[src/rtl/servo_pwm_capture_if.sv]
// Signal bundle between the servo PWM capture block and its consumer:
// the PWM pin going in, the decoded angle and measurement results coming out.
interface servo_pwm_capture_if #(
  parameter int CNT_W = 21
);
  logic             pwm_in;
  logic [7:0]       angle;
  logic             angle_valid;
  logic [CNT_W-1:0] pulse_width;
  logic [CNT_W-1:0] period;
  logic             err_range;
  logic             err_timeout;
  logic             busy;

  modport master (
    output pwm_in,
    input  angle, angle_valid, pulse_width, period, err_range, err_timeout, busy
  );

  modport slave (
    input  pwm_in,
    output angle, angle_valid, pulse_width, period, err_range, err_timeout, busy
  );
endinterface

[src/rtl/servo_pwm_capture.sv]
// Servo PWM receiver: measures high time and rising-to-rising period of pwm_in
// and converts the high time back to a 0..180 degree angle with a serial divider.
module servo_pwm_capture #(
  parameter int MIN_PULSE      = 50_000,
  parameter int CYCLES_PER_DEG = 278,
  parameter int TIMEOUT        = 2_000_000,
  parameter int CNT_W          = 21
) (
  input  logic               CLOCK_50,
  input  logic               reset_n,
  servo_pwm_capture_if.slave bus
);

  localparam logic [CNT_W-1:0] MIN_W        = CNT_W'(MIN_PULSE);
  localparam logic [CNT_W-1:0] MAX_W        = CNT_W'(MIN_PULSE + 180 * CYCLES_PER_DEG);
  localparam logic [CNT_W-1:0] CPD_W        = CNT_W'(CYCLES_PER_DEG);
  localparam logic [CNT_W-1:0] TIMEOUT_LAST = CNT_W'(TIMEOUT - 1);
  localparam logic [7:0]       ANGLE_MAX    = 8'd180;
  localparam logic [7:0]       ANGLE_RESET  = 8'd90;

  typedef enum logic [1:0] {
    ST_SYNC,
    ST_HIGH,
    ST_LOW
  } state_t;

  // pwm_sync[0] and [1] resynchronise the pin, [2] is the previous synced value.
  logic [2:0] pwm_sync;
  logic       rise;
  logic       fall;

  // NOTE: the resync chain resets to all-ones so a pin that is already high when
  // reset releases never looks like a rising edge; its partial pulse is discarded.
  always_ff @(posedge CLOCK_50 or negedge reset_n) begin
    if (!reset_n) pwm_sync <= 3'b111;
    else          pwm_sync <= {pwm_sync[1:0], bus.pwm_in};
  end

  assign rise = pwm_sync[1] & ~pwm_sync[2];
  assign fall = ~pwm_sync[1] & pwm_sync[2];

  state_t           state;
  logic [CNT_W-1:0] width_cnt;
  logic [CNT_W-1:0] period_cnt;
  logic [CNT_W-1:0] idle_cnt;
  logic [CNT_W-1:0] rem;
  logic [CNT_W-1:0] div_width;
  logic [7:0]       quo;
  logic             div_run;

  logic [7:0]       angle_q;
  logic             valid_q;
  logic [CNT_W-1:0] pulse_width_q;
  logic [CNT_W-1:0] period_q;
  logic             err_range_q;
  logic             err_timeout_q;
  logic             busy_q;

  // NOTE: all state below uses non-blocking assignments; later assignments in the
  // block intentionally override earlier ones (new pulse and timeout beat the divider).
  always_ff @(posedge CLOCK_50 or negedge reset_n) begin
    if (!reset_n) begin
      state         <= ST_SYNC;
      width_cnt     <= '0;
      period_cnt    <= '0;
      idle_cnt      <= '0;
      rem           <= '0;
      div_width     <= '0;
      quo           <= '0;
      div_run       <= 1'b0;
      angle_q       <= ANGLE_RESET;
      valid_q       <= 1'b0;
      pulse_width_q <= '0;
      period_q      <= '0;
      err_range_q   <= 1'b0;
      err_timeout_q <= 1'b0;
      busy_q        <= 1'b0;
    end else begin
      valid_q <= 1'b0;

      if (rise || fall)         idle_cnt   <= '0;
      else if (idle_cnt != '1)  idle_cnt   <= idle_cnt + 1'b1;
      if (width_cnt != '1)      width_cnt  <= width_cnt + 1'b1;
      if (period_cnt != '1)     period_cnt <= period_cnt + 1'b1;

      // Restoring division: one subtraction of CYCLES_PER_DEG per cycle.
      if (div_run) begin
        if (rem >= CPD_W) begin
          rem <= rem - CPD_W;
          quo <= quo + 8'd1;
        end else begin
          angle_q       <= quo;
          pulse_width_q <= div_width;
          err_range_q   <= 1'b0;
          valid_q       <= 1'b1;
          err_timeout_q <= 1'b0;
          busy_q        <= 1'b0;
          div_run       <= 1'b0;
        end
      end

      case (state)
        ST_SYNC: begin
          if (rise) begin
            state      <= ST_HIGH;
            width_cnt  <= CNT_W'(1);
            period_cnt <= CNT_W'(1);
          end
        end
        ST_HIGH: begin
          if (fall) begin
            state <= ST_LOW;
            if (width_cnt < MIN_W || width_cnt > MAX_W) begin
              angle_q       <= (width_cnt < MIN_W) ? 8'd0 : ANGLE_MAX;
              pulse_width_q <= width_cnt;
              err_range_q   <= 1'b1;
              valid_q       <= 1'b1;
              err_timeout_q <= 1'b0;
              busy_q        <= 1'b0;
              div_run       <= 1'b0;
            end else begin
              rem       <= width_cnt - MIN_W;
              quo       <= 8'd0;
              div_width <= width_cnt;
              div_run   <= 1'b1;
              busy_q    <= 1'b1;
            end
          end
        end
        ST_LOW: begin
          if (rise) begin
            state      <= ST_HIGH;
            width_cnt  <= CNT_W'(1);
            period_q   <= period_cnt;
            period_cnt <= CNT_W'(1);
          end
        end
        default: state <= ST_SYNC;
      endcase

      if (state != ST_SYNC && !rise && !fall && idle_cnt == TIMEOUT_LAST) begin
        state         <= ST_SYNC;
        err_timeout_q <= 1'b1;
        div_run       <= 1'b0;
        busy_q        <= 1'b0;
      end
    end
  end

  assign bus.angle       = angle_q;
  assign bus.angle_valid = valid_q;
  assign bus.pulse_width = pulse_width_q;
  assign bus.period      = period_q;
  assign bus.err_range   = err_range_q;
  assign bus.err_timeout = err_timeout_q;
  assign bus.busy        = busy_q;

endmodule

[src/flat_wrapper.sv]
// flat-port wrapper written by rule: the top's interface ports become plain ports
module servo_pwm_capture_flat 
#(
  parameter int MIN_PULSE      = 50_000,
  parameter int CYCLES_PER_DEG = 278,
  parameter int TIMEOUT        = 2_000_000,
  parameter int CNT_W          = 21
)
  (CLOCK_50, reset_n, bus_pwm_in, bus_angle, bus_angle_valid, bus_pulse_width, bus_period, bus_err_range, bus_err_timeout, bus_busy);
  servo_pwm_capture_if #(.CNT_W(CNT_W)) bus_i ();
  input  logic CLOCK_50;
  input  logic reset_n;
  input wire logic [$bits(bus_i.pwm_in)-1:0] bus_pwm_in;
  output wire logic [$bits(bus_i.angle)-1:0] bus_angle;
  output wire logic [$bits(bus_i.angle_valid)-1:0] bus_angle_valid;
  output wire logic [$bits(bus_i.pulse_width)-1:0] bus_pulse_width;
  output wire logic [$bits(bus_i.period)-1:0] bus_period;
  output wire logic [$bits(bus_i.err_range)-1:0] bus_err_range;
  output wire logic [$bits(bus_i.err_timeout)-1:0] bus_err_timeout;
  output wire logic [$bits(bus_i.busy)-1:0] bus_busy;
  assign bus_i.pwm_in = bus_pwm_in;
  assign bus_angle = bus_i.angle;
  assign bus_angle_valid = bus_i.angle_valid;
  assign bus_pulse_width = bus_i.pulse_width;
  assign bus_period = bus_i.period;
  assign bus_err_range = bus_i.err_range;
  assign bus_err_timeout = bus_i.err_timeout;
  assign bus_busy = bus_i.busy;
  servo_pwm_capture #(.MIN_PULSE(MIN_PULSE), .CYCLES_PER_DEG(CYCLES_PER_DEG), .TIMEOUT(TIMEOUT), .CNT_W(CNT_W)) u_core (.CLOCK_50(CLOCK_50), .reset_n(reset_n), .bus(bus_i));
endmodule
[config.mk]
export PLATFORM = sky130hd
export DESIGN_NAME = servo_pwm_capture_flat
export DESIGN_NICKNAME = d
export VERILOG_FILES = /design/src/rtl/servo_pwm_capture_if.sv /design/src/rtl/servo_pwm_capture.sv /design/src/flat_wrapper.sv
export SDC_FILE = /design/constraint.sdc
export NUM_CORES = 1
export LEC_CHECK = 0
export BUFFER_PORTS_ARGS = -buffer_cell sky130_fd_sc_hd__buf_4
export CORE_ASPECT_RATIO = 1.2
export CORE_MARGIN = 2
export CORE_UTILIZATION = 30
export DETAILED_ROUTE_END_ITERATION = 16
export SYNTH_ARGS = -nofsm -noshare
export SYNTH_HDL_FRONTEND = slang
export SYNTH_SLANG_ARGS = --single-unit
[constraint.sdc]
create_clock -name CLOCK_50 -period 4.8 [get_ports CLOCK_50]
set_input_delay 0 -clock CLOCK_50 [delete_from_list [all_inputs] [get_ports CLOCK_50]]
set_output_delay 0 -clock CLOCK_50 [all_outputs]
set_load 0.005 [all_outputs]
==> results.yml <==
run_status:
  status: "completed"
sta:
  worst_pin_slew_ps: 925
  relSlewSlack_pct: 38.2
  maxSlewViolCount: 0
  rsz0062_at_grt: "false"
  period_needed_ps: 2880
  hold_violations: 0
  period_share_pct: 60.1
  postLayoutSetupSlackWorst_ps: 1920
  setup_viol: 0
  max_freq_ghz: 0.347
  finalSetupTns_ps: 0
  fin_worst_skew_ps: 8.81
detailed_routing:
  vias: 6386
  avgRoutedWirePerCell_um: 16.1
  detail-route-antenna-nets: 0
  drtPass1Iterations: 5
  drc: 0
  vias_per_cell: 5.04
  drt_iter0_markers: 427
  routed_wl_mm: 20.4
floorplanning:
  coreArea_mm2: 0.0288
  floorplan.initialDensity_pct: 30.4
  die_area_mm2: 0.0306
  rows: 68
  top_level_ports: 57
  chipHeight_um: 191
  die_x_um: 160
clocking:
  htreeDepth: 4
  cts_tree: "built"
  root_buffer: "clkbuf_16"
  clkSinkCount: 173
  clk_path_buf_depth: 2
  insertion_delay_ps: 430
  clk_pin_slew_worst_paths_ps: 70
  cts_buffers: 17
  cts_setup_buffers: 0
finish:
  fin_nets: 882
  area_delta_synth_final_pct: 15.3
  final_common_cell: "dfrtp_1"
  nFillCells: 2956
  layout_common_cells: "166 x dfrtp_1, 64 x buf_4, 62 x nor2_1"
  drive_above_1_share_pct: 20.0
  stdcell_area_mm2: 0.0101
  antenna_cells: 0
worst_setup_path:
  worst-setup-path-type: "reg -> reg"
  cp-start-kind: "register"
  crit_path_max_fanout: 16
  arrival_ps: 3200
  r2r_cells: 6
  end_kind: "register"
  cp.required_ps: 5110
global_route:
  grt-ovfl-total: 0
  grtUsageTotal_pct: 13.8
  grt_max_degree: 77
  grt_pass1_vias: 6495
  antenna_found_initial: 0
  grt_pass1_wl_mm: 34.0
logic_synthesis:
  avgSynthCellArea_um2: 10.6
  syn_area_mm2: 0.00876
  ys_warn_count: 0
  yosysSeqAreaShare_pct: 49.5
  synth_flop_cell: "dfrtp_1"
  synth-edff-count: 0
  syn_inst: 826
  syn-num-nets: 840
  synth-seq-cells: 173
  synthArstFlopShare_pct: 100
  ys_types: 70
placement:
  hpwlAfterDp_mm: 14.0
  pre_cts_ws_ps: 1920
  port_buffers: 56
  place_congestion: 0.834
  place_area_mm2: 0.00952
power_and_ir_drop:
  peakVddDrop_uv: 198
  p_leak_nw: 4.59
  design_power_total_w: 0.00345
  p_per_area_mw_per_mm2: 341
min_path:
  hold_path.class: "in -> async"
flow_run:
  cap_violations: 0
metal layers:
layer	share of wire (%)	vias to the layer above	global-route usage, %
met1	45	3145	17.2
met4	1.3	0	3.57
met3	2.8	16	2.52
li1	-	3120	-
met2	51	105	24.5
met5	0	-	0
area by class of cell:
type	count	area [um2]	share of cell area, %
repair buffers	67	512	5.07
inverters	16	60.1	0.595
clock inverters	12	103	1.02
clock buffers	20	457	4.52
multi-input cells	593	4150	41.1
well taps	385	482	4.77
flip-flops and latches	173	4340	43.0
power breakdown:
group	leakage [nW]	internal [W]	total (W)	switching, W
clock	0.267	0.000704	0.00133	0.000624
sequential	2.35	0.00157	0.00169	0.000118
combinational	1.97	0.000214	0.000430	0.000215
worst max-delay path, cell delays in order, from the launching register on:
cell	delay (ps)
dfrtp_1	500
o21ai_1	200
a21oi_1	470
o31ai_4	250
o31ai_4	600
buf_4	370
mux2_2	370
sequential cells by signal, summed over array words and instances (netlist names), 2 cells and up:
name,cells
u_core.rem,21
u_core.pwm_sync,3
u_core.quo,8
u_core.idle_cnt,21
u_core.period_cnt,21
u_core.bus.angle,8
u_core.div_width,21
u_core.width_cnt,21
u_core.bus.pulse_width,21
u_core.state,2
u_core.bus.period,21
stage by stage:
stage	instances	hold WS [ps]	utilization [%]
after floorplan	826	-296	-
after global placement	1232	88.6	33.1
after detailed placement	1232	94.5	33.1
after CTS	1266	204	35.1
after global routing	1266	209	35.1
final	1266	192	35.1
cell usage after synthesis (all sizes together), types with 19 or more instances:
master,number,area (um2)
a21oi,35,175
a31oi,22,138
buf,22,129
clkbuf,22,83.8
dfrtp,166,4150
mux2,56,661
mux2i,30,300
nand2,46,175
nand3,33,165
nor2,63,239
nor3,21,105
o21ai,47,235
or3,19,119
xnor2,33,289
xor2,21,184
repair_timing:
item                      in CTS  in global routing
hold endpoints to repair      74                  0
hold buffers                   2                  0
resized for setup              0                  0
final timing paths:
path	start	to	slack (ps)
max	u_core.width_cnt[6]	u_core.bus.pulse_width[8]	1920
min	reset_n	u_core.rem[16]	190
max reg2reg	u_core.width_cnt[6]	u_core.bus.pulse_width[8]	1920
min reg2reg	u_core.pwm_sync[1]	u_core.pwm_sync[2]	370
max in group asynchronous	reset_n	u_core.width_cnt[3]	3430
min in group CLOCK_50	bus_pwm_in	u_core.pwm_sync[0]	230
cell families (layout without fill, tap and decap cells):
group | count (synthesis) | after routing | share of synthesized area [%]
multiplexers | 86 | 86 | 11.0
flip-flops | 173 | 173 | 49.5
AND/OR/NAND/NOR | 271 | 271 | 16.4
adder cells (fa/ha/maj) | 11 | 11 | 1.57
buffers and inverters | 60 | 115 | 3.12
AO/OA/AOI/OAI | 171 | 171 | 13.0
XOR/XNOR | 54 | 54 | 5.40
Note: power is estimated with default switching activity, not from simulation.
